`config.mk`:
```
export PLATFORM = sky130hd
export DESIGN_NAME = game_controller
export DESIGN_NICKNAME = d
export VERILOG_FILES = /design/src/rtl/game_controller.sv
export SDC_FILE = /design/constraint.sdc
export NUM_CORES = 1
export LEC_CHECK = 0
export CAP_MARGIN = 20
export CORE_ASPECT_RATIO = 0.8
export CORE_UTILIZATION = 29
export CTS_BUF_LIST = sky130_fd_sc_hd__clkbuf_4 sky130_fd_sc_hd__clkbuf_8
export DETAILED_ROUTE_END_ITERATION = 8
export GPL_TIMING_DRIVEN = 0
export PLACE_DENSITY = 0.69
export SYNTH_ARGS = -nofsm -noshare
export SYNTH_HDL_FRONTEND = slang
export SYNTH_SLANG_ARGS = --single-unit
```
`constraint.sdc`:
```
create_clock -name ph1 -period 1.5 [get_ports ph1]
set_input_delay 0.15 -clock ph1 [delete_from_list [all_inputs] [get_ports ph1]]
set_output_delay 0.15 -clock ph1 [all_outputs]
set_load 0.01 [all_outputs]
```
`src/rtl/game_controller.sv`:
```
// Tic-tac-toe turn sequencer: clears the board, then alternates X/O moves.
// Optional build macro GAME_CONTROLLER_AUTO_RESTART_EN lets a move strobe in END restart the game.
//
// Ports:
//   ph1            - clock, rising edge
//   reset          - synchronous active-high reset
//   isPlayer1Start - 1: PLAYER1 (X) moves first, 0: PLAYER2 (O) moves first
//   playerWrite    - one-cycle move request strobe
//   playerInput    - requested cell address
//   gameIsDone     - win/draw flag from the external checker
//   addr           - board cell address
//   cellState      - cell value to write (EMPTY=00, X=10, O=11)
//   cellWrite      - board write enable
//   outputState    - current FSM state code
module game_controller #(
    parameter int NUM_CELLS = 9
) (
    input  logic       ph1,
    input  logic       reset,
    input  logic       isPlayer1Start,
    input  logic       playerWrite,
    input  logic [3:0] playerInput,
    input  logic       gameIsDone,
    output logic [3:0] addr,
    output logic [1:0] cellState,
    output logic       cellWrite,
    output logic [2:0] outputState
);

    typedef enum logic [2:0] {
        START   = 3'b000,
        PLAYER1 = 3'b001,
        PLAYER2 = 3'b010,
        END     = 3'b011
    } stateT;

    localparam logic [1:0] EMPTY = 2'b00;
    localparam logic [1:0] CELLX = 2'b10;
    localparam logic [1:0] CELLO = 2'b11;
    localparam logic [3:0] LAST_CELL = 4'(NUM_CELLS - 1);

    stateT      state;
    stateT      stateNext;
    logic [3:0] clearCount;
    logic [3:0] clearCountNext;
    logic       moveOk;

    // A move lands only when requested, on the board, and the game is live.
    assign moveOk = playerWrite && !gameIsDone && (playerInput <= LAST_CELL);

    always_ff @(posedge ph1) begin
        if (reset) begin
            state      <= START;
            clearCount <= '0;
        end else begin
            state      <= stateNext;
            clearCount <= clearCountNext;
        end
    end

    always_comb begin
        stateNext      = state;
        clearCountNext = '0;
        addr           = '0;
        cellState      = EMPTY;
        cellWrite      = 1'b0;
        case (state)
            START: begin
                addr      = clearCount;
                cellState = EMPTY;
                cellWrite = 1'b1;
                if (clearCount == LAST_CELL) begin
                    clearCountNext = '0;
                    stateNext      = isPlayer1Start ? PLAYER1 : PLAYER2;
                end else begin
                    clearCountNext = clearCount + 4'd1;
                end
            end
            PLAYER1: begin
                addr      = playerInput;
                cellState = CELLX;
                cellWrite = moveOk;
                if (gameIsDone) begin
                    stateNext = END;
                end else if (moveOk) begin
                    stateNext = PLAYER2;
                end
            end
            PLAYER2: begin
                addr      = playerInput;
                cellState = CELLO;
                cellWrite = moveOk;
                if (gameIsDone) begin
                    stateNext = END;
                end else if (moveOk) begin
                    stateNext = PLAYER1;
                end
            end
            END: begin
`ifdef GAME_CONTROLLER_AUTO_RESTART_EN
                if (playerWrite) begin
                    stateNext = START;
                end
`else
                stateNext = END;
`endif
            end
            default: begin
                // Unused encodings fall back to a fresh game.
                stateNext = START;
            end
        endcase
    end

    assign outputState = state;

endmodule

```
Yosys cells after proc, flatten, opt, wreduce, memory -nomap -nowiden --
Index checks and enable logic that the tools add are counted.
Operators by class: add/subtract/negate cells 1, $mul 0, divide/modulo/power cells 0, magnitude comparators 1, eq/ne operators 7, shifts and indexed selects 0, muxes and demuxes 10, bitwise gates (word level) 1, reductions and logical operators 7
Operators by type and width (count):
- $mux W3 | 5
- $pmux W3 S4 | 1
- $pmux W4 S2 | 1
- $eq A3 B2 Y1 const B | 2
- $ne A3 B3 Y1 const B | 2
- $add A4 B1 Y4 const B | 1
- $eq A4 B4 Y1 const B | 1
- $le A4 B4 Y1 const B | 1
- $pmux W2 S2 | 1
- $eq A3 B1 Y1 const B | 1
- $logic_not A3 Y1 | 1
- $reduce_and A3 Y1 | 1
- $reduce_or A3 Y1 | 1
- $logic_and A1 B1 Y1 | 2
- $mux W2 | 1
- $ne A2 B2 Y1 const B | 1
- $pmux W1 S2 | 1
- $reduce_or A2 Y1 | 1
- $logic_not A1 Y1 | 1
- $not A1 Y1 | 1
Storage, ports and cells: bits in registers 7, latch bits 0, bits in writable memories 0, memory bits (read-only) 0, bits of input ports 9, output and inout port bits 10, word-level logic and storage cells 29, memories kept 0

Depth between registers and ports, before layout --
depth in word-level cells 6, mapped depth 6, mapped depth without buffers 5

Worst setup path before layout --
Ideal clock, no wire load.
kind flip-flop to flip-flop, start point register state[0], in the netlist outputState[0], end point register state[0], in the netlist outputState[0], library setup time 123 ps, arrival 1468 ps, required time 1377 ps, path slack -92 ps, cell stages (with the launch flop) 6, path buffers 0, clock period less this slack 1592 ps, path through dfxtp_1 > inv_1 > ha_1 > o21ba_1 > a32oi_2 > mux2_1
On the way: cells in the longest elaborated chain, start to end 3, elaborated cells between the ends (all ways) 9, those cells by class 6 x eq/ne; 1 x mux; 2 x reduce/logical
Ends and longest elaborated chain:
- from (decl) | RTL line 42 | stateT state;
- from (signal assigned) | RTL line 56 | state <= stateNext;
- $eq A3 B1 Y1 (tied with other cells) | RTL line 67 | case (state)
- $ne A3 B3 Y1 (no source line) or $ne A2 B2 Y1 (tied branches)
- $reduce_and A3 Y1 (no source line)
Several ways; a longest one is shown, not always the timed one. A chain may end at the register's enable or synchronous reset.

Final worst setup path --
Same ends and word-level chain as after synthesis.

==> results.py <==
metrics = {
    "outcome": {
        "outcome": "finished, final reports clean",
    },
    "clock_tree": {
        "htreeDepth": 1,
        "clkLatencyLatePin_ns": 0.24,
        "cts_sinks": 6,
        "tritoncts": "built",
        "cts_made_buffers": 3,
        "cts.clk_slew.worst_paths_ns": 0.05,
        "root_buffer": "clkbuf_4",
        "cts_max_path_buffers": 2,
    },
    "synth": {
        "synth.area.top_cells": "dfxtp_1 (25%), ha_1 (21%), nor2_1 (8.5%)",
        "yosys_register_bits": 6,
        "synth-edff-count": 0,
        "netlist_instances": 57,
        "ys_seq_area_frac": 0.2462,
        "syn-cell-area_sq_um": 488.0,
        "ys.warnings.count": 0,
        "avgSynthCellArea_sq_um": 8.561,
        "ys_types": 22,
        "yosysMostFrequentCell": "nor2_1",
        "synth_flop_cell": "dfxtp_1",
        "post-synth-top-area-cell": "dfxtp_1",
        "yosys-top-cells-count": "nor2_1 (11), ha_1 (8), dfxtp_1 (6), inv_1 (6), a22oi_1 (4)",
        "synth_nets": 74,
        "netlist.area_leader.share": 0.2462,
        "async_flop_share": 0,
    },
    "cells_and_area": {
        "layout.nets": 96,
        "seq_area_sq_um": 127.6,
        "layout-drive-gt1-share": 0.3205,
        "insertedDiodeCount": 0,
        "fill_cells": 145,
        "fin_area_sq_um": 785.8,
        "multi_input_area_sq_um": 407.9,
        "area_growth_pct": 61.03,
    },
    "timing": {
        "tns_ns": 0,
        "fin_crit_sh": 0.9899,
        "report.final.slew_viol_count": 0,
        "rsz0062_at_grt": "true",
        "skew_ns": 0.002909,
        "hold_violations": 0,
        "period_needed_ns": 1.485,
        "setup_viol": 0,
        "max_freq_ghz": 0.6735,
        "finalWorstSetupSlack_ns": 0.01520,
        "worst_hold_slack_ns": 0.4812,
    },
    "critical_path": {
        "critPathSlowestCell": "dfxtp_4",
        "endpoint_kind": "flip-flop",
        "rrSetupSlack_ns": 0.02,
        "slowest_delay_ns": 0.35,
        "arrival_ns": 1.61,
        "crit_fanout": 4,
        "crit_buf_inv": 1,
        "crit_type": "flip-flop to flip-flop",
        "crit_chain": "buf_12 > ha_4 > o21ba_4 > a32oi_4 > mux2_4",
        "worstPathRequired_ns": 1.63,
        "crit_family": "compound AO/OA/AOI/OAI gates",
        "start_kind": "flip-flop",
    },
    "global_route": {
        "grt_first_pass_wirelength_um": 1766,
        "grt_start_max_net_pins": 10,
        "grt_overflow": 0,
        "grt_pass1_vias": 413,
        "grt_use_total": 0.1392,
        "antenna_found_initial": 0,
    },
    "floorplanning": {
        "die_h_um": 38.69,
        "floorplan.initialDensity": 0.3316,
        "core_sq_mm": 0.001471,
        "fp.dieArea_sq_mm": 0.001852,
        "fp.dieW_um": 47.86,
        "row_count": 12,
        "pin_count": 19,
    },
    "place": {
        "gp_congestion": 0.7758,
        "dpl.hpwl_um": 779.9,
        "place_worst_setup_slack_ns": -0.3596,
        "port_buffers": 17,
        "postPlaceCellArea_sq_um": 691.9,
    },
    "route": {
        "routedWlPerCell_um": 11.22,
        "vias_per_cell": 4.697,
        "ant_nets": 0,
        "drt-total-wl_um": 1111,
        "remaining_drc_errors": 0,
        "dr.pass1.iters": 3,
        "dr_total_vias": 465,
        "drtIter0Drc": 8,
    },
    "flow_run": {
        "maxCapViolCount": 0,
    },
    "power_and_ir_drop": {
        "p_leak_nw": 0.3472,
        "peakVddDrop_mv": 0.4066,
        "power_mw": 0.8666,
        "p_per_area_mw_per_mm2": 1103,
    },
    "hold_path": {
        "hold_class": "flip-flop to flip-flop",
    },
}
## placed cells by master (no fill, tap or decap), drive strengths merged
cell and instances:
or4b 1, a32oi 1, dfxtp 6, conb 1, o21ba 1, dlymetal6s2s 1
nand3 1, a22oi 4, buf 7, nand3b 2, a41oi 1, xor2 1
ha 8, clkdlybuf4s50 6, a211oi 2, o31ai 1, a21oi 2, nor2 11
inv 6, dlygate4sd2 5, xnor2 1, nand2b 2, clkbuf 4, nand2 1
mux2 2
## layer usage
| metal | routed length (um) | GRT usage | vias up |
|---|---|---|---|
| met5 | 0 | 0 | - |
| met3 | 80 | 0.02804 | 2 |
| li1 | - | - | 239 |
| met4 | 18 | 0.08333 | 0 |
| met2 | 471 | 0.2162 | 16 |
| met1 | 541 | 0.1736 | 208 |
## power breakdown
part / switching, mW / total, mW / internal, mW
combinational: 0.215 / 0.456 / 0.241
clock: 0.0569 / 0.176 / 0.119
sequential: 0.0415 / 0.235 / 0.194
total: 0.313 / 0.867 / 0.553
## path summary, 6_finish.rpt
check	start	to	cells after the start
worst max register to register	outputState[0]	outputState[0]	5
worst min-delay path	clearCount[0]	clearCount[0]	1
worst max-delay path	outputState[0]	outputState[0]	5
worst min register to register	clearCount[0]	clearCount[0]	1
## timing repair
action | in CTS | in global routing
hold buffers | 0 | 0
pin swaps | 2 | 4
hold endpoints to repair | 0 | 0
resized for setup | 32 | 9
endpoints found under the setup margin | 9 | 4
buffers inserted | 1 | 0
gates cloned | 0 | 0
## metrics by stage
step                      cells    util
final                        99  0.5340
after global routing         99  0.5340
after CTS                    99  0.5060
after detailed placement     95  0.4702
after global placement       95  0.4702
after floorplan              57       -
## cell type report
class	count	area share
Buffer	1	0.009554
Clock buffer	4	0.03822
Inverter	6	0.03185
Multi-Input combinational cell	43	0.5191
Sequential cell	6	0.1624
Tap cell	21	0.03344
Timing Repair Buffer	18	0.2054
## flip-flops by register name, indices dropped and copies added (netlist names)
name,flops
outputState,2
clearCount,4
## logic make-up after synthesis
group           synth area share
mux                      0.04615
buf+inv                  0.07179
fa+ha+maj                 0.2051
other cells             0.007685
simple gates              0.1871
flops                     0.2462
compound gates            0.2000
xor+xnor                 0.03590
Note: power is estimated with default switching activity, not from simulation.
